### config.mk
export PLATFORM = sky130hd
export DESIGN_NAME = store_buffer_flat
export DESIGN_NICKNAME = d
export VERILOG_FILES = /design/src/rtl/store_buffer_if.sv /design/src/rtl/store_buffer.sv /design/src/flat_wrapper.sv
export SDC_FILE = /design/constraint.sdc
export NUM_CORES = 1
export LEC_CHECK = 0
export ABC_AREA = 1
export CAP_MARGIN = 20
export CORE_MARGIN = 3
export CORE_UTILIZATION = 43
export DETAILED_ROUTE_END_ITERATION = 12
export PLACE_DENSITY_LB_ADDON = 0.08
export SETUP_SLACK_MARGIN = 0.5
export SYNTH_ARGS = -nofsm -noshare
export SYNTH_HDL_FRONTEND = slang
export SYNTH_SLANG_ARGS = --single-unit
### constraint.sdc
create_clock -name clk -period 4.9 [get_ports clk]
set_input_delay 0.98 -clock clk [delete_from_list [all_inputs] [get_ports clk]]
set_output_delay 0.98 -clock clk [all_outputs]
set_load 0.02 [all_outputs]
### src/rtl/store_buffer_if.sv
// Bundle of the core-side and memory-side signals of the store buffer.
//
// Core side:
//   memwrite, memread, dataadr, writedata  -> buffer
//   stall, fwd_hit, fwd_data               <- buffer
// Memory side:
//   m_ready                                -> buffer
//   m_valid, m_addr, m_data                <- buffer
// Status:
//   count, empty                           <- buffer
//
// slave  : the buffer's view
// master : the view of the core/memory driving the buffer
interface store_buffer_if #(
  parameter int DEPTH = 4,
  parameter int AW    = 32,
  parameter int DW    = 32
);
  localparam int CW = $clog2(DEPTH) + 1;

  logic          memwrite;
  logic          memread;
  logic [AW-1:0] dataadr;
  logic [DW-1:0] writedata;
  logic          stall;
  logic          fwd_hit;
  logic [DW-1:0] fwd_data;
  logic          m_valid;
  logic [AW-1:0] m_addr;
  logic [DW-1:0] m_data;
  logic          m_ready;
  logic [CW-1:0] count;
  logic          empty;

  modport slave (
    input  memwrite, memread, dataadr, writedata, m_ready,
    output stall, fwd_hit, fwd_data, m_valid, m_addr, m_data, count, empty
  );

  modport master (
    output memwrite, memread, dataadr, writedata, m_ready,
    input  stall, fwd_hit, fwd_data, m_valid, m_addr, m_data, count, empty
  );
endinterface

### src/rtl/store_buffer.sv
// Posted-write buffer between the core data port and data memory.
//
// Core stores are accepted in one cycle into a DEPTH-entry FIFO and drained
// to memory over a valid/ready handshake (m_valid/m_ready, head entry on
// m_addr/m_data). Loads (memread) are looked up against the queued stores and
// the youngest word-address match is forwarded on fwd_hit/fwd_data.
//
// Ports:
//   clk    system clock, rising edge
//   reset  asynchronous, active-high; discards all queued stores
//   bus    store_buffer_if.slave (core, memory and status signals)
//
// DEPTH must be a power of two and at least 2 so pointers wrap naturally.
module store_buffer #(
  parameter int DEPTH = 4,
  parameter int AW    = 32,
  parameter int DW    = 32
) (
  input  logic          clk,
  input  logic          reset,
  store_buffer_if.slave bus
);

  localparam int            PW   = $clog2(DEPTH);
  localparam int            CW   = PW + 1;
  localparam logic [CW-1:0] FULL = CW'(DEPTH);

  logic [AW-1:0] addr_q [DEPTH];
  logic [DW-1:0] data_q [DEPTH];

  logic [PW-1:0] head_q, head_d;
  logic [PW-1:0] tail_q, tail_d;
  logic [CW-1:0] count_q, count_d;

  logic          full;
  logic          is_empty;
  logic          enq;
  logic          deq;

  logic          fwd_hit;
  logic [DW-1:0] fwd_data;
  logic [PW-1:0] fwd_idx;

  // NOTE: combinational blocks use blocking assignments and give every output
  // a default first, so no path leaves a value unassigned (no latch).
  always_comb begin
    full     = (count_q == FULL);
    is_empty = (count_q == '0);
    // A full buffer refuses the store even if the head leaves this cycle;
    // this keeps stall a function of registered state only.
    enq      = bus.memwrite & ~full;
    deq      = ~is_empty & bus.m_ready;

    head_d   = head_q;
    tail_d   = tail_q;
    count_d  = count_q;
    if (enq) tail_d = tail_q + 1'b1;
    if (deq) head_d = head_q + 1'b1;
    case ({enq, deq})
      2'b10:   count_d = count_q + 1'b1;
      2'b01:   count_d = count_q - 1'b1;
      default: count_d = count_q;
    endcase
  end

  // NOTE: sequential state uses non-blocking assignments so every flop
  // samples the pre-edge values of its neighbours.
  always_ff @(posedge clk or posedge reset) begin
    if (reset) begin
      head_q  <= '0;
      tail_q  <= '0;
      count_q <= '0;
    end else begin
      head_q  <= head_d;
      tail_q  <= tail_d;
      count_q <= count_d;
    end
  end

  // NOTE: the entry array has no reset; its contents only matter once count
  // marks them occupied, and a resettable array costs a mux per bit.
  always_ff @(posedge clk) begin
    if (enq) begin
      addr_q[tail_q] <= bus.dataadr;
      data_q[tail_q] <= bus.writedata;
    end
  end

  // Forwarding walks the occupied entries oldest to youngest; a later match
  // overrides an earlier one, so the youngest matching store wins. Byte
  // offset bits are ignored because all accesses are whole words.
  always_comb begin
    fwd_hit  = 1'b0;
    fwd_data = '0;
    fwd_idx  = '0;
    for (int i = 0; i < DEPTH; i++) begin
      fwd_idx = head_q + PW'(i);
      if (bus.memread && (CW'(i) < count_q) &&
          (addr_q[fwd_idx][AW-1:2] == bus.dataadr[AW-1:2])) begin
        fwd_hit  = 1'b1;
        fwd_data = data_q[fwd_idx];
      end
    end
  end

  assign bus.stall    = bus.memwrite & full;
  assign bus.fwd_hit  = fwd_hit;
  assign bus.fwd_data = fwd_data;
  assign bus.m_valid  = ~is_empty;
  assign bus.m_addr   = is_empty ? '0 : addr_q[head_q];
  assign bus.m_data   = is_empty ? '0 : data_q[head_q];
  assign bus.count    = count_q;
  assign bus.empty    = is_empty;

endmodule

### src/flat_wrapper.sv
// flat-port wrapper written by rule: the top's interface ports become plain ports
module store_buffer_flat 
#(
  parameter int DEPTH = 4,
  parameter int AW    = 32,
  parameter int DW    = 32
)
  (clk, reset, bus_memwrite, bus_memread, bus_dataadr, bus_writedata, bus_m_ready, bus_stall, bus_fwd_hit, bus_fwd_data, bus_m_valid, bus_m_addr, bus_m_data, bus_count, bus_empty);
  store_buffer_if #(.DEPTH(DEPTH), .AW(AW), .DW(DW)) bus_i ();
  input  logic clk;
  input  logic reset;
  input wire logic [$bits(bus_i.memwrite)-1:0] bus_memwrite;
  input wire logic [$bits(bus_i.memread)-1:0] bus_memread;
  input wire logic [$bits(bus_i.dataadr)-1:0] bus_dataadr;
  input wire logic [$bits(bus_i.writedata)-1:0] bus_writedata;
  input wire logic [$bits(bus_i.m_ready)-1:0] bus_m_ready;
  output wire logic [$bits(bus_i.stall)-1:0] bus_stall;
  output wire logic [$bits(bus_i.fwd_hit)-1:0] bus_fwd_hit;
  output wire logic [$bits(bus_i.fwd_data)-1:0] bus_fwd_data;
  output wire logic [$bits(bus_i.m_valid)-1:0] bus_m_valid;
  output wire logic [$bits(bus_i.m_addr)-1:0] bus_m_addr;
  output wire logic [$bits(bus_i.m_data)-1:0] bus_m_data;
  output wire logic [$bits(bus_i.count)-1:0] bus_count;
  output wire logic [$bits(bus_i.empty)-1:0] bus_empty;
  assign bus_i.memwrite = bus_memwrite;
  assign bus_i.memread = bus_memread;
  assign bus_i.dataadr = bus_dataadr;
  assign bus_i.writedata = bus_writedata;
  assign bus_i.m_ready = bus_m_ready;
  assign bus_stall = bus_i.stall;
  assign bus_fwd_hit = bus_i.fwd_hit;
  assign bus_fwd_data = bus_i.fwd_data;
  assign bus_m_valid = bus_i.m_valid;
  assign bus_m_addr = bus_i.m_addr;
  assign bus_m_data = bus_i.m_data;
  assign bus_count = bus_i.count;
  assign bus_empty = bus_i.empty;
  store_buffer #(.DEPTH(DEPTH), .AW(AW), .DW(DW)) u_core (.clk(clk), .reset(reset), .bus(bus_i));
endmodule
# Yosys cells after proc, flatten, opt, wreduce, memory -nomap -nowiden
# Memories as Yosys holds them, arrays and structs flattened.
# Index checks and enable logic that the tools add are counted.
# op_classes
addsub	6
magnitude_cmp	4
n_eq_ne	7
muxes	13
n_bitwise	5
reduce_logical	10
# ops
cell	n
32-bit two-way mux	6
30-bit == test	4
1-bit logical AND	8
1-bit by 3-bit less-than comparator with 1-bit output, first input constant	2
2-bit by 3-bit less-than comparator with 1-bit output, first input constant	2
1-bit two-way mux	6
3-bit one-hot mux with 2 select lines	1
2-bit by 1-bit adder with 2-bit output, second input constant	2
2-bit adder, second input constant	2
3-bit by 1-bit adder with 3-bit output, second input constant	1
1-bit AND	3
3-bit == test, second input constant	1
3-bit zero test	1
3-bit by 1-bit subtractor with 3-bit output, second input constant	1
2-bit by 1-bit == test with 1-bit output, second input constant	1
2-bit == test, second input constant	1
1-bit NOT	2
2-bit nonzero test	1
# word_totals
ff_bits	7
mem_bits_rw	256
inputBits	69
output_inout_bits	103
memories	2
# memory_table
name	depth	width	read_ports	rd_clocked_by_memory_dff	write_ports	line	rtl
u_core.addr_q	4	32	4	0	1	store_buffer.sv:28	logic [AW-1:0] addr_q [DEPTH];
u_core.data_q	4	32	4	0	1	store_buffer.sv:29	logic [DW-1:0] data_q [DEPTH];

# Depth between registers and ports, before layout
# Gate-level depths: netlist of run 1.
# logic_depth
word_depth	7
ltp_mapped	20
depth_no_buf	17

# Least setup slack after synthesis of run 1
# OpenSTA, ideal clock, no wires.
# synth_timing
kind	input-to-reg
start	input bus_memwrite
end	memory u_core.addr_q[0][0] (enable)
t_arrival_ns	3.865
setup_slack_ns	0.548
cell_stages	2
path_cell_list	o21ai_1 nor2_1
# synth_via
elab_chain_len	3
# synth_lines
element	line	rtl
start: declaration	flat_wrapper.sv:12	input wire logic [$bits(bus_i.memwrite)-1:0] bus_memwrite;
1-bit AND	store_buffer.sv:51	enq = bus.memwrite & ~full;
1-bit two-way mux	store_buffer.sv:83	if (enq) begin
1-bit two-way mux (not written as such)	store_buffer.sv:84	addr_q[tail_q] <= bus.dataadr;
end: declaration	store_buffer.sv:28	
# Every way passes these cells.

# Final worst setup path of run 1
# layout_timing
start	register u_core.head_q[0]
end	output bus_fwd_data[27]
# layout_via
elab_chain_len	7
elab_cells_between_ends	17
# layout_lines
element	line	rtl
start: declaration	store_buffer.sv:31	logic [PW-1:0] head_q, head_d;
start signal: assignment	store_buffer.sv:70	head_q <= '0;
start signal: assignment	store_buffer.sv:74	head_q <= head_d;
2-bit by 1-bit adder with 2-bit output or memory 4 x 32 bit (tied branches)	n/a	
memory 4 x 32 bit or 30-bit == test (tied branches)	n/a	
30-bit == test or 1-bit logical AND (tied branches)	store_buffer.sv:99, store_buffer.sv:98	
1-bit logical AND or 32-bit two-way mux (tied branches)	store_buffer.sv:98	if (bus.memread && (CW'(i) < count_q) &&
32-bit two-way mux (2 in series)	store_buffer.sv:98	
32-bit two-way mux *	store_buffer.sv:98	
end: declaration	flat_wrapper.sv:19	output wire logic [$bits(bus_i.fwd_data)-1:0] bus_fwd_data;
# Every way passes the cells marked *; elsewhere a longest branch is shown, timed or not.

==> results of run 1 <==
## sequential cells by signal, summed over array words and instances (netlist names)
signal and cells:
u_core.tail_q 2, u_core.head_q 2, u_core.bus.count 3, u_core.data_q 128, u_core.addr_q 128
## stage by stage
stage | power [mW] | utilization (%) | std cells | hold slack, ps | area (µm²)
2_1_floorplan | 9.53 | - | 2828 | 557 | 18400
3_3_place_gp | 12.6 | 49.9 | 3470 | 562 | 21000
3_5_place_dp | 12.7 | 49.9 | 3470 | 566 | 21000
4_1_cts | 16.0 | 54.1 | 3565 | 583 | 22800
5_1_grt | 17.9 | 56.3 | 3586 | 653 | 23700
6_report | 16.7 | 56.3 | 3586 | 580 | 23700
## report_power, final
part	internal (mW)	total (mW)	switching (mW)
logic	3.98	11.2	7.23
clock network	1.28	2.22	0.945
registers	2.98	3.22	0.234
## final cells by class
class / count / area [µm²] / area share, %
timing repair buffer: 309 / 3860 / 16.3
clock inverter: 11 / 90.1 / 0.380
tap: 539 / 674 / 2.84
sequential: 263 / 7870 / 33.2
antenna: 2 / 5.00 / 0.0211
clock buffer: 46 / 872 / 3.68
multi-input combinational: 2244 / 9670 / 40.8
inverter: 172 / 673 / 2.84
## worst max-delay path: stages (launching register included)
cell and delay, ps:
dfrtp_4 570, clkinv_8 140, nand2_4 70, nand2_4 90, buf_12 150, buf_6 160
nand2_1 100, nand3_1 100, nand4_1 220, nor2_2 220, nand3_2 110, nor2_4 160
buf_6 140, nand2_8 80, buf_12 160, nand2_1 70, nor2_1 50, nand2_1 60
nand2_1 70, buf_4 160
## synth_stat cells
library cell / count
edfxtp_1: 256
nor2_1: 160
a22oi_1: 2
buf_6: 3
inv_2: 4
and3_1: 1
nand2_1: 1579
clkbuf_1: 60
o21ai_1: 6
o21ai_0: 85
xor2_1: 5
a31oi_1: 2
clkinv_1: 2
a21oi_1: 7
nor2_2: 4
nand3_1: 361
o21a_1: 1
inv_1: 166
xnor2_1: 2
nor2_4: 1
dfrtp_1: 7
nor3_1: 1
nand2_2: 1
buf_4: 13
buf_1: 16
nand4_1: 12
ha_1: 9
buf_2: 57
o211ai_1: 5
## worst paths after layout
kind                                                  from                               to  cells past startpoint  slack (ps)
setup / recovery              u_core.head_q[0]$_DFFE_PP0P_                 bus_fwd_data[27]                     19         410
setup reg to reg           u_core.bus.count[0]$_DFFE_PP0P_  u_core.bus.count[2]$_DFFE_PP0P_                     13        2090
hold reg to reg            u_core.bus.count[1]$_DFFE_PP0P_  u_core.bus.count[1]$_DFFE_PP0P_                      2         580
max in group asynchronous                            reset     u_core.head_q[1]$_DFFE_PP0P_                      2        4010
min in group asynchronous                            reset     u_core.tail_q[0]$_DFFE_PP0P_                      2         630
hold / removal             u_core.bus.count[1]$_DFFE_PP0P_  u_core.bus.count[1]$_DFFE_PP0P_                      2         580
## metal layers
| layer | up-vias | part of all wire [%] |
|---|---|---|
| li1 | 9402 | - |
| met1 | 9004 | 41 |
| met2 | 1022 | 45 |
| met3 | 153 | 11 |
| met4 | 4 | 3.1 |
| met5 | - | 0.048 |
## cells by family after synthesis
family	Yosys count	share of synthesized area, %
fa+ha+maj	9	0.612
compound gates	108	3.06
flops	263	42.7
simple gates	2120	46.0
xor+xnor	7	0.333
buf+inv	321	7.32
## timing repair
action,4_1_cts,5_1_grt
hold buffers,0,0
resized for setup,221,162
pin swaps,9,54
buffers inserted,26,5
cloned,12,14
setup endpoints to repair,58,41
==> metrics.md, run 1 <==
| Metric | Value |
|---|---|
| Reg clk slew, reported paths | 50 ps |
| Final critical-path share of the clock period | 91.5% |
| Placement Setup Slack | 84.6 ps |
| Mapped Cells | 2,828 |
| Syn_nets | 2,906 |
| Vias in the first global route | 17,900 |
| Final Wtd Congestion | 0.973 |
| Layout area overhead | 28.8% |
| Total grt overflow | 0 |
| GRT Util Overall | 28.8% |
| Critical path arrival | 3510 ps |
| Critical path type | flop to output pin |
| Initial antenna violation count | 4 |
| DRC errors left | 0 |
| Share of layout cells above drive strength 1 | 11.1% |
| Min-Delay Path Class | flop to flop |
| Final setup fails | 0 |
| Initial Utilization | 43.7% |
| P_leak | 11.6 nW |
| Commonest cells after routing, fill and taps aside | nand2_1, nand3_1, edfxtp_1 |
| Synthesized area per cell | 6.51 µm² |
| Number of synthesized register bits | 263 |
| Met1 global-route usage | 38.9% |
| Post-DP HPWL | 41,500 µm |
| Unrepaired setup endpoints after global routing | yes |
| Die Y | 213 µm |
| Worst path required time | 3920 ps |
| Maximum VDD drop | 456 µV |
| Min cycle time layout | 4490 ps |
| Via/cell ratio | 5.46 |
| CTS Root Cell | clkbuf_16 |
| Final setup skew | 14.9 ps |
| Core Box Area | 42,100 µm² |
| Detail Route Antenna Nets | 0 |
| Vias post-DR | 19,600 |
| Final hold vios | 0 |
| CTS tree | done |
| GR Util met3 | 5.92% |
| Startpoint Class | flop |
| Maxcap violations | 0 |
| Cell area after synthesis | 18,400 µm² |
| Die ar. | 45,300 µm² |
| Setup TNS | 0 ps |
| # IOs | 172 |
| PwrDens | 703 nW/µm² |
| Status | finished clean |
| Peak Freq | 0.223 GHz |
| Routed len/inst | 19.6 µm |
| Port bufs | 171 |
| Top post-synthesis cells by area | edfxtp_1, nand2_1, nand3_1, inv_1, nor2_1 |
| Pin count of the biggest net entering global routing | 103 |
| Layout filler cell count | 3,919 |
| First-pass GRT wire length | 101,000 µm |
| Rel. slew slack | 26.4% |
| DIE WIDTH | 213 µm |
| Worst-Margin Slew | 1100 ps |
| Share of the synthesized area in the top cell type | 41.8% |
| Most Used Layer, Global Route | met2 |
| Most common cell after layout, fill and taps aside | nand2_1 |
| 1st-pass router iterations | 6 |
| Cell taking the most area after synthesis | edfxtp_1 |
| Met2 Use GR | 46.0% |
| Yosys warns | 0 |
| Starting DRC count in detailed routing | 2,032 |
| Clk sinks | 263 |
| # rows | 75 |
| Crit path max fanout | 15 |
| Final WL | 70,200 µm |
| Setup crit end kind | output pin |
| # nets final | 3,099 |
| Sequential-to-total area share from yosys stat | 42.7% |
| Setup slack after layout | 414 ps |
| Post-synthesis cell type count | 29 |
| Clock buffer depth | 3 |
| Slew Viols, Final | 0 |
| Clock buffer count from CTS | 31 |
| H-tree levels | 1 |
| Worst-skew pair later-pin latency | 600 ps |
(Power assumes the default switching activity.)
==> run 2, diff against run 1 <==
--- a/config.mk
+++ b/config.mk
@@ -9,6 +9,7 @@
 export CAP_MARGIN = 20
 export CORE_MARGIN = 3
 export CORE_UTILIZATION = 43
+export CTS_CLUSTER_DIAMETER = 200
 export DETAILED_ROUTE_END_ITERATION = 12
 export PLACE_DENSITY_LB_ADDON = 0.08
 export SETUP_SLACK_MARGIN = 0.5
==> constraint.sdc (replaced) <==
create_clock -name clk -period 4.5 [get_ports clk]
set_input_delay 0.9 -clock clk [delete_from_list [all_inputs] [get_ports clk]]
set_output_delay 0.9 -clock clk [all_outputs]
set_load 0.02 [all_outputs]
==> run 2 against run 1 <==
Effect of this change: final cell count is 0.78% higher; first-iteration DRC count is 5.3% higher; clock skew rose by 2.9 ps; die area unchanged; critical path type unchanged.
==> metrics.md, run 2 (synthesized netlist as in run 1, its figures left out) <==
| Metric | Value |
|---|---|
| Placement Setup Slack | -178 ps (-262 ps) |
| Post-DP HPWL | 43,300 µm (+4.2%) |
| Met2 Wirelength | 31,100 µm (-1.3%) |
| P_leak | 11.8 nW (+1.3%) |
| Top sig layer | met5 |
| Setup slack after layout | 153 ps (-262 ps) |
| DRC errors left | 0 (unchanged) |
| Reg clk slew, reported paths | 60 ps (about the same) |
| Die ar. | 45,300 µm² (unchanged) |
| Final hold vios | 0 (unchanged) |
| Total grt overflow | 0 (unchanged) |
| Pin count of the biggest net entering global routing | 73 (-29%) |
| Final Instance Count excl. Fillers | 3,614 (+0.78%) |
| Unrepaired setup endpoints after global routing | yes |
| Metal-1 WL | 29,100 µm (+1.8%) |
| Vias post-DR | 19,700 (+0.37%) |
| Worst-Margin Slew | 1090 ps (-11.2 ps) |
| Clock buffer depth | 3 (unchanged) |
| Flop pwr share | 19.2% (about the same) |
| # IOs | 172 (unchanged) |
| Layout filler cell count | 3,925 (+0.15%) |
| Placed Instances | 3,509 (+1.1%) |
| PwrDens | 769 nW/µm² (+9.4%) |
| Min cycle time layout | 4350 ps |
| Starting DRC count in detailed routing | 2,140 (+5.3%) |
| Setup crit end kind | output pin |
| Slew Viols, Final | 0 (unchanged) |
| Worst path required time | 3600 ps (-320 ps) |
| CTS tree | done |
| First-pass GRT wire length | 103,000 µm (+2.0%) |
| Buf/Inv on CP | 6 (unchanged) |
| Initial Utilization | 43.7% (unchanged) |
| Int Power | 9.10 mW (+10%) |
| # rows | 75 (unchanged) |
| Final Util | 56.2% (-0.092 points) |
| Port bufs | 171 (unchanged) |
| Final setup skew | 17.7 ps (+2.88 ps) |
| CTS Root Cell | clkbuf_16 |
| Clock buffer count from CTS | 34 (+9.7%) |
| Reg2Reg Setup Slack | 1840 ps (-250 ps) |
| H-tree levels | 2 (+1) |
| Routed len/inst | 19.0 µm (-2.9%) |
| Detail Route Antenna Nets | 0 (unchanged) |
| Worst-skew pair later-pin latency | 540 ps (-60 ps) |
| 1st-pass router iterations | 9 (+3) |
| Critical Path Max Stage Delay | 580 ps (about the same) |
| Final WL | 68,700 µm (-2.1%) |
| Peak Freq | 0.230 GHz |
| Maximum VDD drop | 602 µV (+32%) |
| Vias in the first global route | 18,100 (+0.83%) |
| Critical path type | flop to output pin |
| Core Box Area | 42,100 µm² (unchanged) |
| Critical path arrival | 3450 ps (-60 ps) |
| Critical path cell sequence | buf_6 > nand2_8 > nand2_8 > buf_12 > buf_16 > nand2_1 > nand2_1 > nand2_2 > nand2_1 > nor2_1 > nand2_1 > nor2_2 > nand2_2 > nor2_4 > buf_6 > buf_12 > nand2_1 > nand3_1 > nand2_1 > nand2_1 > buf_4 |
| # nets final | 3,128 (+0.94%) |
| Crit path max fanout | 17 (+2) |
| Maxcap violations | 0 (unchanged) |
| Slowest CP cell | dfrtp_4 |
| Final setup fails | 0 (unchanged) |
| Min-Delay Path Class | flop to flop |
| Via/cell ratio | 5.44 (-0.41%) |
| Final critical-path share of the clock period | 96.6% |
| Tot Pwr | 18.2 mW (+9.2%) |
| Sw Ratio | 50.0% (-0.53 points) |
| GRT Util Overall | 29.5% (+0.62 points) |
| Die Y | 213 µm (unchanged) |
| N_diodes | 0 (-2) |
| CP delay by family, top | simple AND/OR/NAND/NOR gates |
| DIE WIDTH | 213 µm (unchanged) |
| Logic pwr share | 66.3% (-1.0 points) |
| Most common cell after layout, fill and taps aside | nand2_1 |
| Switching pwr | 9.09 mW (+8.1%) |
| Commonest cells after routing, fill and taps aside | nand2_1, nand3_1, edfxtp_1 |
| Status | finished clean |
| Rel. slew slack | 27.1% (+0.75 points) |
| Initial antenna violation count | 3 (-1) |
| Final Wtd Congestion | 0.984 (+1.1%) |
| Layout area overhead | 28.6% |
| Hold_buf cts | 0 (unchanged) |
| Clk sinks | 263 (unchanged) |
| Startpoint Class | flop |
| Clock power share | 14.5% (+1.2 points) |
| Crit-path most repeated cell | nand2_1 |
| Met3 wire length | 6410 µm (-18%) |
| Share of layout cells above drive strength 1 | 10.4% (-0.63 points) |
-- run 2: per-layer routing --
metal / up-vias / global-route usage (%)
met5: - / 0
met4: 6 / 9.36
met3: 130 / 4.70
met2: 931 / 46.9
met1: 9120 / 41.4
li1: 9470 / -
-- run 2: cell type report --
class	instances	area, µm²	area share (%)
Clock buffer	43	906	3.83
Clock inverter	18	160	0.677
Inverter	172	668	2.82
Multi-Input combinational cell	2244	9500	40.2
Sequential cell	263	7870	33.3
Tap cell	539	674	2.85
Timing Repair Buffer	335	3880	16.4
-- run 2: worst reg2reg max path, delay by kind of cell, from the launching register on --
| family | cells | cell delay, ps |
|---|---|---|
| AOI/OAI and AO/OA | 2 | 950 |
| adders and majority gates | 2 | 620 |
| DFF | 1 | 450 |
| buffers and inverters | 3 | 280 |
| xor gates and xnor gates | 1 | 130 |
| and+or+nand+nor | 1 | 120 |
-- run 2: power groups by stage --
| stage | combinational (mW) | sequential [mW] | clock [mW] |
|---|---|---|---|
| floorplan | 6.86 | 3.52 | 0 |
| global placement | 10.4 | 3.51 | 0 |
| detailed placement | 10.5 | 3.52 | 0 |
| CTS | 11.6 | 3.49 | 2.67 |
| global route | 13.2 | 3.55 | 2.78 |
| finish | 12.1 | 3.50 | 2.63 |
-- run 2: final timing paths --
check,from,to,cells after the start
worst min register to register,u_core.bus.count[0]$_DFFE_PP0P_,u_core.bus.count[0]$_DFFE_PP0P_,1
min in group asynchronous,reset,u_core.bus.count[0]$_DFFE_PP0P_,2
worst max-delay path,u_core.head_q[0]$_DFFE_PP0P_,bus_fwd_data[3],21
worst max register to register,u_core.bus.count[0]$_DFFE_PP0P_,u_core.bus.count[2]$_DFFE_PP0P_,9
max in group asynchronous,reset,u_core.head_q[0]$_DFFE_PP0P_,2
worst min-delay path,u_core.bus.count[0]$_DFFE_PP0P_,u_core.bus.count[0]$_DFFE_PP0P_,1
-- run 2: through the flow --
stage	TNS [ps]	hold WS, ps	cell area (µm²)
after CTS	0	590	23200
after detailed placement	-3840	578	21400
final	0	585	23700
after floorplan	0	557	18400
after global routing	-67.2	629	23700
after global placement	-4310	566	21400
-- run 2: what timing repair did --
| action | 4_1_cts | 5_1_grt |
|---|---|---|
| buffers inserted | 21 | 7 |
| gates cloned | 10 | 6 |
| pin swaps | 3 | 19 |
| resized for setup | 177 | 138 |
| endpoints found under the setup margin | 42 | 54 |
